**src/rtl/pipe_hazard_controller_pkg.sv**
```systemverilog
// Shared ISA constants and hazard-control types for the pipeline controller.
// Imported by the hazard controller top and the mul/div sequencer.
package pipe_hazard_controller_pkg;

    localparam int REG_W = 5;

    typedef logic [REG_W-1:0] reg_idx_t;

    localparam reg_idx_t ZERO_REG = '0;

    typedef struct packed {
        logic pc_stall;
        logic if_id_stall;
        logic if_id_flush;
        logic id_ex_flush;
        logic md_start;
    } hz_ctl_t;

    localparam hz_ctl_t HZ_NONE = '0;

    function automatic logic src_match(
        input logic     uses,
        input reg_idx_t src,
        input reg_idx_t dst
    );
        return uses && (src == dst);
    endfunction

endpackage

```
**src/rtl/pipe_hazard_controller_muldiv_sequencer.sv**
```systemverilog
// Busy/done sequencer for the multi-cycle multiply/divide unit.
// Counts the selected latency down and pulses done as HI/LO becomes valid.
module muldiv_sequencer
    import pipe_hazard_controller_pkg::*;
#(
    parameter int MULT_CYCLES = 4,
    parameter int DIV_CYCLES  = 32
) (
    input  logic clk,
    input  logic reset,
    input  logic start,
    input  logic isDiv,
    output logic busy,
    output logic done
);

    localparam int CW = $clog2(DIV_CYCLES + 1);

    localparam logic [CW-1:0] MULT_LOAD = CW'(MULT_CYCLES);
    localparam logic [CW-1:0] DIV_LOAD  = CW'(DIV_CYCLES);
    localparam logic [CW-1:0] CNT_ONE   = CW'(1);

    typedef enum logic {
        MD_IDLE = 1'b0,
        MD_BUSY = 1'b1
    } md_state_e;

    md_state_e     state_q, state_d;
    logic [CW-1:0] cnt_q, cnt_d;
    logic          done_q, done_d;

    always_ff @(posedge clk or posedge reset) begin
        if (reset) begin
            state_q <= MD_IDLE;
            cnt_q   <= '0;
            done_q  <= 1'b0;
        end else begin
            state_q <= state_d;
            cnt_q   <= cnt_d;
            done_q  <= done_d;
        end
    end

    always_comb begin
        state_d = state_q;
        cnt_d   = cnt_q;
        done_d  = 1'b0;
        unique case (state_q)
            MD_IDLE: begin
                if (start) begin
                    state_d = MD_BUSY;
                    cnt_d   = isDiv ? DIV_LOAD : MULT_LOAD;
                end
            end
            MD_BUSY: begin
                // Saturating decrement; a zero count can only drop back to idle
                if (cnt_q != '0) begin
                    cnt_d = cnt_q - CNT_ONE;
                end
                if (cnt_q <= CNT_ONE) begin
                    state_d = MD_IDLE;
                    done_d  = (cnt_q == CNT_ONE);
                end
            end
            default: begin
                state_d = MD_IDLE;
                cnt_d   = '0;
            end
        endcase
    end

    assign busy = (state_q == MD_BUSY);
    assign done = done_q;

endmodule

```
**src/rtl/pipe_hazard_controller.sv**
```systemverilog
// Stall/flush decisions for load-use, taken branches and HI/LO dependencies.
// Also launches the mul/div sequencer when its operands leave ID.
module pipe_hazard_controller
    import pipe_hazard_controller_pkg::*;
#(
    parameter int MULT_CYCLES = 4,
    parameter int DIV_CYCLES  = 32
) (
    input  logic     clk,
    input  logic     reset,
    input  reg_idx_t idRs,
    input  reg_idx_t idRt,
    input  logic     idUsesRs,
    input  logic     idUsesRt,
    input  logic     idIsMulDiv,
    input  logic     idIsDiv,
    input  logic     idReadsHiLo,
    input  logic     exValid,
    input  logic     exMemRead,
    input  reg_idx_t exRt,
    input  logic     exBranchTaken,
    output logic     pcStall,
    output logic     ifIdStall,
    output logic     ifIdFlush,
    output logic     idExFlush,
    output logic     mdStart,
    output logic     mdBusy,
    output logic     mdDone
);

    logic    load_use;
    logic    hilo_wait;
    logic    seq_busy;
    logic    seq_done;
    hz_ctl_t ctl;

    always_comb begin
        load_use = exValid && exMemRead && (exRt != ZERO_REG)
                   && (src_match(idUsesRs, idRs, exRt)
                       || src_match(idUsesRt, idRt, exRt));
    end

    assign hilo_wait = seq_busy && (idIsMulDiv || idReadsHiLo);

    always_comb begin
        ctl = HZ_NONE;
        if (reset) begin
            ctl = HZ_NONE;
        end else if (exBranchTaken) begin
            // ID holds a wrong-path instruction: squash it, ignore its hazards
            ctl.if_id_flush = 1'b1;
            ctl.id_ex_flush = 1'b1;
        end else if (load_use || hilo_wait) begin
            ctl.pc_stall    = 1'b1;
            ctl.if_id_stall = 1'b1;
            ctl.id_ex_flush = 1'b1;
        end else begin
            ctl.md_start = idIsMulDiv && !seq_busy;
        end
    end

    muldiv_sequencer #(
        .MULT_CYCLES (MULT_CYCLES),
        .DIV_CYCLES  (DIV_CYCLES)
    ) u_seq (
        .clk   (clk),
        .reset (reset),
        .start (ctl.md_start),
        .isDiv (idIsDiv),
        .busy  (seq_busy),
        .done  (seq_done)
    );

    assign pcStall   = ctl.pc_stall;
    assign ifIdStall = ctl.if_id_stall;
    assign ifIdFlush = ctl.if_id_flush;
    assign idExFlush = ctl.id_ex_flush;
    assign mdStart   = ctl.md_start;
    assign mdBusy    = seq_busy;
    assign mdDone    = seq_done;

endmodule

```
**config.mk**
```make
export PLATFORM = sky130hd
export DESIGN_NAME = pipe_hazard_controller
export DESIGN_NICKNAME = d
export VERILOG_FILES = /design/src/rtl/pipe_hazard_controller_pkg.sv /design/src/rtl/pipe_hazard_controller_muldiv_sequencer.sv /design/src/rtl/pipe_hazard_controller.sv
export SDC_FILE = /design/constraint.sdc
export NUM_CORES = 1
export LEC_CHECK = 0
export BUFFER_PORTS_ARGS = -buffer_cell sky130_fd_sc_hd__buf_4
export CORE_AREA = 8 8 47 49
export CTS_BUF_LIST = sky130_fd_sc_hd__clkbuf_4 sky130_fd_sc_hd__clkbuf_8
export DETAILED_ROUTE_END_ITERATION = 16
export DIE_AREA = 0 0 55 57
export HOLD_SLACK_MARGIN = 0.08
export PLACE_DENSITY = 0.88
export SYNTH_ARGS = -nofsm -noshare
export SYNTH_HDL_FRONTEND = slang
export SYNTH_SLANG_ARGS = --single-unit
```
**constraint.sdc**
```tcl
create_clock -name clk -period 1.86 [get_ports clk]
set_input_delay 0.093 -clock clk [delete_from_list [all_inputs] [get_ports clk]]
set_output_delay 0.093 -clock clk [all_outputs]
set_load 0.005 [all_outputs]
```
==> results of run 1 <==
[placed cells by master (no fill, tap or decap)]
master and n:
a211oi_1 1, a21o_1 1, a21oi_1 6, a21oi_4 1, a31oi_1 1, a32oi_1 1, and3_1 1, and3_4 1
buf_4 31, clkbuf_4 3, dfrtp_1 8, dlygate4sd3_1 1, ha_1 2, inv_1 6, mux2i_1 1, nand2_1 7
nand2b_1 1, nand3_1 1, nand4_1 4, nor2_1 2, nor2b_1 1, nor3_1 3, nor3b_1 1, nor4_1 1
o21ai_0 4, o21bai_1 1, o22ai_1 1, o22ai_2 1, o311a_4 1, o31ai_1 1, o32ai_1 1, or2_1 1
or3_1 1, xnor2_1 10
[worst max-delay path, stage by stage (launching register included)]
cell     delay [ns]
dfrtp_1        0.44
nor4_1         0.49
a21o_1         0.34
o21ai_0        0.12
o21ai_0        0.10
o22ai_1        0.09
[area by class of cell]
cell class | count | area share (%)
multi-input cells | 59 | 45.1
flip-flops and latches | 8 | 21.6
clock buffers | 3 | 2.43
repair buffers | 32 | 26.2
inverters | 6 | 2.43
well taps | 17 | 2.29
[stage by stage]
step / utilization [%] / total power, mW / hold WS (ns) / instance area [sq um]
floorplan: - / 0.624 / -0.0913 / 648
global placement: 56.7 / 0.769 / 0.0804 / 895
detailed placement: 56.7 / 0.793 / 0.0849 / 895
CTS: 58.8 / 0.929 / 0.164 / 927
global route: 58.8 / 1.01 / 0.234 / 927
finish: 58.8 / 0.925 / 0.191 / 927
[routing by layer]
layer | vias up | share of wire, % | global-route usage [%]
li1 | 336 | - | -
met1 | 316 | 40 | 12.6
met2 | 29 | 50 | 19.3
met3 | 5 | 8.7 | 3.12
met4 | 0 | 1.6 | 4.12
met5 | - | 0 | 0
[state kept, by name (all words and copies together) (netlist names)]
name and flops:
u_seq.cnt_q 6, u_seq.busy 1, u_seq.done 1
[power breakdown]
group / internal (mW) / leakage [nW] / switching [mW]
logic: 0.221 / 0.309 / 0.228
clock network: 0.0737 / 0.0138 / 0.0566
registers: 0.247 / 0.0997 / 0.0989
total: 0.542 / 0.423 / 0.383
[worst paths after layout]
path | from | to | slack, ns | depth (start not counted)
max in group asynchronous | reset | u_seq.cnt_q[5]$_DFFE_PP0P_ | 1.24 | 3
setup / recovery | u_seq.cnt_q[2]$_DFFE_PP0P_ | u_seq.cnt_q[2]$_DFFE_PP0P_ | 0.16 | 5
min in group asynchronous | reset | u_seq.cnt_q[2]$_DFFE_PP0P_ | 0.39 | 3
hold reg to reg | u_seq.cnt_q[1]$_DFFE_PP0P_ | u_seq.cnt_q[1]$_DFFE_PP0P_ | 0.57 | 2
hold / removal | idIsDiv | u_seq.cnt_q[2]$_DFFE_PP0P_ | 0.19 | 4
setup reg to reg | u_seq.cnt_q[2]$_DFFE_PP0P_ | u_seq.cnt_q[2]$_DFFE_PP0P_ | 0.16 | 5
[timing repair]
item / CTS / global route
endpoints found under the setup margin: 0 / 0
hold buffers: 1 / 0
endpoints found under the hold margin: 8 / 0
[logic make-up after synthesis]
family          share of synthesized area (%)
fa+ha+maj                                3.86
mux                                      1.54
simple gates                             20.9
buf+inv                                  4.63
xor+xnor                                 13.5
compound gates                           24.7
flops                                    30.9
==> results.txt, run 1 <==
Status: finished clean
Site Rows: 15
Worst hold-check path type: in -> reg
Root Driver: clkbuf_4
Mapped Cells: 74
Layout Nets: 137
Die area: 0.00314 sq mm
Post_cts resized: 0
Worst Setup Slack, final: 0.165 ns
IO Port Bufs: 31
Largest net degree at the start of global routing: 10
CTS buffer count: 3
Placer Congestion: 0.848
Synthesis Warnings: 0
Vias per cell: 5.49
Antenna violations before repair: 0
Drt initial violations: 22
Area added between synthesis and finish: 43.1%
Dominant cells by area after synthesis: dfrtp_1 (31%), xnor2_1 (14%), a21oi_1 (4.6%)
HPWL after detailed placement: 1.51 mm
CTS tree: built
Yosys top cell area share: 30.9%
# fillers: 156
Synth cell count leaders: xnor2_1 (10), dfrtp_1 (8), nand2_1 (7), a21oi_1 (6), inv_1 (6)
Fin crit period: 1.70 ns
Initial core utilization: 41.1%
Post-CTS setup buffers: 0
Clock Path Buffers: 2
Yosys reg bits: 8
ANT cells: 0
LEAKAGE: 0.423 nW
Leading register cell type out of synthesis: dfrtp_1
Fmax: 0.590 GHz
EDFF count, synth: 0
PwrDens: 998 mW/mm^2
Crit path launch type: register
Max VDD drop: 0.000630 V
Total number of vias: 686
Ys async rst share: 100%
Placed insts: 121
Post-Route WL: 1.83 mm
Final clock skew: 0.00279 ns
Syn_nets: 101
H-Tree Level Count: 1
First-pass detailed-route iteration total: 6
Clk slew on worst S/H paths: 0.05 ns
Setup violators final: 0
Most area-hungry cell type in the Yosys netlist: dfrtp_1
Post-synthesis sequential area ratio: 30.9%
Crit path DAT: 1.83 ns
Final std cells w/o fill: 125
Final setup TNS: 0 ns
Critical Setup Path Class: reg -> reg
Fin. max-slew vios: 0
Layout cells sized above 1: 35.2%
Grt ovf: 0
Relative slew slack: 68.5%
Worst-Margin Slew: 0.468 ns
Vias in the first global route: 666
I/O pin count: 32
CP required: 1.99 ns
Multi-input logic area: 418 sq um
Register area: 200 sq um
Tcrit/Tclk final: 91.1%
First-pass GRT wire length: 2.71 mm
Average wire per standard cell: 14.6 um
Global-route usage over all layers: 11.3%
Clk_lat worst skew: 0.25 ns
RSZ-0062 raised after global routing: false
Setup crit end kind: register
Die Ht: 57 um
Count leader, synth: xnor2_1
CTS Sinks: 8
Post-synthesis average cell area: 8.76 sq um
DIE WIDTH: 55 um
Core Region: 0.00158 sq mm
Mapped Area: 648 sq um
Pre-CTS WS: 0.203 ns
Maximum Capacitance Violations: 0
Post-route DRC: 0
Crit path max fanout: 9
Post-synthesis cell type count: 32
Hold Violations, Final: 0
Final ANT Viol Nets: 0
(Power assumes the default switching activity.)
==> inputs of run 2 (changes only) <==
CELL_PAD_IN_SITES_DETAIL_PLACEMENT = 0   (was unset)
CELL_PAD_IN_SITES_GLOBAL_PLACEMENT = 1   (was unset)
CORE_AREA = 8 8 54 56   (was 8 8 47 49)
DIE_AREA = 0 0 62 64   (was 0 0 55 57)
==> results.txt, run 2 (same netlist as run 1, synthesis figures left out) <==
Post-route DRC: 0
Leading cell type in the layout, fill and taps excluded: buf_4
Global-route usage over all layers: 9.57%
Clk_lat worst skew: 0.25 ns
Fmax: 0.603 GHz
CTS buffer count: 3
Placed insts: 132
Area added between synthesis and finish: 45.2%
Fin crit period: 1.66 ns
DIE WIDTH: 62 um
Setup crit end kind: register
Die Ht: 64 um
Core Region: 0.00211 sq mm
IO Port Bufs: 31
CTS Sinks: 8
Hold Violations, Final: 0
Tcrit/Tclk final: 89.2%
Post-Route WL: 1.86 mm
Crit path max fanout: 9
Most frequent cells in the layout: buf_4 (31), xnor2_1 (10), dfrtp_1 (8)
Average wire per standard cell: 13.6 um
Max reg flops: 6
Largest Register: u_seq.cnt_q
Worst-Margin Slew: 0.433 ns
Pre-CTS WS: 0.220 ns
Hold buffers post-CTS: 1
Layout cells sized above 1: 35.2%
Initial core utilization: 30.8%
Clk slew on worst S/H paths: 0.06 ns
Fin. max-slew vios: 0
Die area: 0.00397 sq mm
Max VDD drop: 0.000569 V
Worst hold-check path type: in -> reg
Final clock skew: 0.00155 ns
Final setup TNS: 0 ns
Setup violators final: 0
Final std cells w/o fill: 136
Clock Path Buffers: 2
Layout Nets: 137
HPWL after detailed placement: 1.51 mm
Vias per cell: 4.80
Relative slew slack: 70.8%
Post_cts resized: 0
Placer Congestion: 0.788
Crit path launch type: register
I/O pin count: 32
Final ANT Viol Nets: 0
Post-CTS setup buffers: 0
Maximum Capacitance Violations: 0
CP required: 1.99 ns
Root Driver: clkbuf_4
First-pass detailed-route iteration total: 4
RSZ-0062 raised after global routing: false
Crit path DAT: 1.79 ns
H-Tree Level Count: 1
First-pass GRT wire length: 2.95 mm
PwrDens: 988 mW/mm^2
CTS tree: built
Status: finished clean
Antenna violations before repair: 0
ANT cells: 0
Largest net degree at the start of global routing: 10
Grt ovf: 0
Worst Setup Slack, final: 0.201 ns
Critical Setup Path Class: reg -> reg
Vias in the first global route: 695
Pwr Total: 0.929 mW
LEAKAGE: 0.423 nW
Total number of vias: 653
Site Rows: 17
Drt initial violations: 22
-- run 2: cell counts in the layout (fill, tap and decap cells not counted) --
No cell type changed its count.
-- run 2: cell type report --
class,instances,area [sq um]
well taps,28,35.0
flip-flops and latches,8,200
clock buffers,3,22.5
multi-input cells,59,418
inverters,6,22.5
repair buffers,32,243
fillers,217,1160
-- run 2: routing by layer --
layer  routed length [um]  track usage, %  share of wire [%]  vias up
met2                  880            15.7                 47       25
met4                    0            3.70                  0        0
met3                  191            4.00                 10        0
met5                    0               0                  0        -
li1                     -               -                  -      339
met1                  784            10.5                 42      289
-- run 2: worst paths after layout --
kind	depth (start not counted)	from	endpoint	slack [ns]
worst max-delay path	4	u_seq.cnt_q[2]$_DFFE_PP0P_	u_seq.cnt_q[2]$_DFFE_PP0P_	0.20
worst min-delay path	4	idIsDiv	u_seq.cnt_q[2]$_DFFE_PP0P_	0.20
worst max register to register	4	u_seq.cnt_q[2]$_DFFE_PP0P_	u_seq.cnt_q[2]$_DFFE_PP0P_	0.20
worst min register to register	2	u_seq.cnt_q[1]$_DFFE_PP0P_	u_seq.cnt_q[1]$_DFFE_PP0P_	0.57
max in group asynchronous	3	reset	u_seq.cnt_q[5]$_DFFE_PP0P_	1.22
min in group asynchronous	3	reset	u_seq.cnt_q[0]$_DFFE_PP0P_	0.40
-- run 2: through the flow --
step,hold slack [ns],cell area (sq um),utilization (%)
after global placement,0.0934,908,43.1
after detailed placement,0.102,908,43.1
after CTS,0.182,941,44.7
final,0.196,941,44.7
after global routing,0.201,941,44.7
after floorplan,-0.0913,648,-
-- run 2: report_power, final --
group,total [mW],switching (mW),internal [mW]
clock,0.134,0.0599,0.0739
combinational,0.457,0.235,0.222
sequential,0.339,0.0914,0.247
-- run 2: worst max-delay path, cell delays in order (launching register included) --
cell     delay (ns)
dfrtp_1        0.43
nor4_1         0.45
a21o_1         0.34
and3_4         0.23
o22ai_1        0.09
==> inputs of run 3 (changes only) <==
REMOVE_ABC_BUFFERS = 1   (was unset)
==> results.txt, run 3 (same netlist as run 1, synthesis figures left out) <==
Total number of vias: 671
First-pass GRT wire length: 2.97 mm
Worst hold-check path type: in -> reg
CP max stage delay: 0.43 ns
Fmax: 0.602 GHz
Layout Nets: 137
H-Tree Level Count: 1
Most common cell on crit path: o21ai_0
Final clock skew: 0.00245 ns
Setup crit end kind: register
CTS buffer count: 3
Relative slew slack: 72.7%
LEAKAGE: 0.423 nW
Worst-Margin Slew: 0.407 ns
RSZ-0062 raised after global routing: false
Worst reg2reg path startpoint: u_seq.cnt_q[2]$_DFFE_PP0P_
Site Rows: 17
Average wire per standard cell: 13.2 um
I/O pin count: 32
DIE WIDTH: 62 um
Global-route usage over all layers: 9.49%
CP required: 1.99 ns
Fin. max-slew vios: 0
Core Region: 0.00211 sq mm
Clock Path Buffers: 2
Crit path launch type: register
Pwr Total: 0.924 mW
Critical Path Source: u_seq.cnt_q[2]$_DFFE_PP0P_
Vias per cell: 4.93
Setup violators final: 0
CTS tree: built
CP max stage cell: dfrtp_1
Post-CTS setup buffers: 0
IO Port Bufs: 31
Die area: 0.00397 sq mm
Final core utilization: 44.7%
Crit-path cells: nor4_1 > a21o_1 > o21ai_0 > o21ai_0 > o22ai_1
Hold Violations, Final: 0
Final hold slack: 0.218 ns
ANT cells: 0
Antenna violations before repair: 0
Final ANT Viol Nets: 0
Critical Setup Path Class: reg -> reg
Maximum Capacitance Violations: 0
Vias in the first global route: 656
Crit path DAT: 1.79 ns
Layout cells sized above 1: 35.2%
Clk_lat worst skew: 0.25 ns
CTS Sinks: 8
Post-Route WL: 1.79 mm
Hold Startpoint: idIsDiv
Max VDD drop: 0.000666 V
Fin crit period: 1.66 ns
Grt ovf: 0
Final setup TNS: 0 ns
Tcrit/Tclk final: 89.3%
PwrDens: 983 mW/mm^2
Drt initial violations: 41
# fillers: 210
Crit path max fanout: 9
Post-route DRC: 0
Most frequent cells in the layout: buf_4 (31), xnor2_1 (10), dfrtp_1 (8)
Root Driver: clkbuf_4
Leading cell type in the layout, fill and taps excluded: buf_4
Area added between synthesis and finish: 45.2%
Largest Register: u_seq.cnt_q
Initial core utilization: 30.8%
Die Ht: 64 um
Clk slew on worst S/H paths: 0.05 ns
Largest net degree at the start of global routing: 10
Max reg flops: 6
Status: finished clean
First-pass detailed-route iteration total: 4
Placer Congestion: 0.827
HPWL after detailed placement: 1.47 mm
[run 3: cell counts in the layout (fill, tap and decap cells not counted)]
Identical to the previous run, type by type.
[run 3: path summary, 6_finish.rpt]
kind	cells after the start	slack, ns	to
worst max-delay path	5	0.20	u_seq.cnt_q[2]$_DFFE_PP0P_
worst min-delay path	4	0.22	u_seq.cnt_q[2]$_DFFE_PP0P_
worst max register to register	5	0.20	u_seq.cnt_q[2]$_DFFE_PP0P_
worst min register to register	1	0.57	u_seq.cnt_q[3]$_DFFE_PP0P_
max in group asynchronous	3	1.23	u_seq.cnt_q[4]$_DFFE_PP0P_
min in group asynchronous	3	0.39	u_seq.cnt_q[0]$_DFFE_PP0P_
[run 3: metrics by stage]
stage	cell area [sq um]	cells	setup WS, ns
floorplan	641	73	0.419
global placement	908	132	0.295
detailed placement	908	132	0.216
CTS	941	136	0.202
global route	941	136	0.00632
finish	941	136	0.198
[run 3: layout make-up]
cell class              instances  area [sq um]  area share [%]
clock buffers                   3          22.5            2.39
repair buffers                 32           243            25.8
flip-flops and latches          8           200            21.3
well taps                      28          35.0            3.72
inverters                       6          22.5            2.39
multi-input cells              59           418            44.4
[run 3: report_power, final]
| group | internal (mW) | leakage (nW) | total [mW] | switching [mW] |
|---|---|---|---|---|
| clock | 0.0738 | 0.0138 | 0.131 | 0.0577 |
| combinational | 0.222 | 0.309 | 0.454 | 0.232 |
| sequential | 0.247 | 0.0997 | 0.339 | 0.0920 |
| total | 0.543 | 0.423 | 0.924 | 0.382 |
[run 3: worst max-delay path: cells and delay by family (launching register included)]
kind,cells,cell delay [ns]
AO/OA/AOI/OAI,4,0.67
flip-flops,1,0.43
AND/OR/NAND/NOR,1,0.43
[run 3: repair_timing]
item,in CTS,in global routing
resized for setup,0,0
hold buffers,1,0
endpoints found under the hold margin,8,0
[run 3: layer usage]
layer  global-route usage (%)  wire (um)
met4                     4.27         14
met1                     12.1        795
met5                        0          0
met3                     1.80        196
met2                     14.7        786
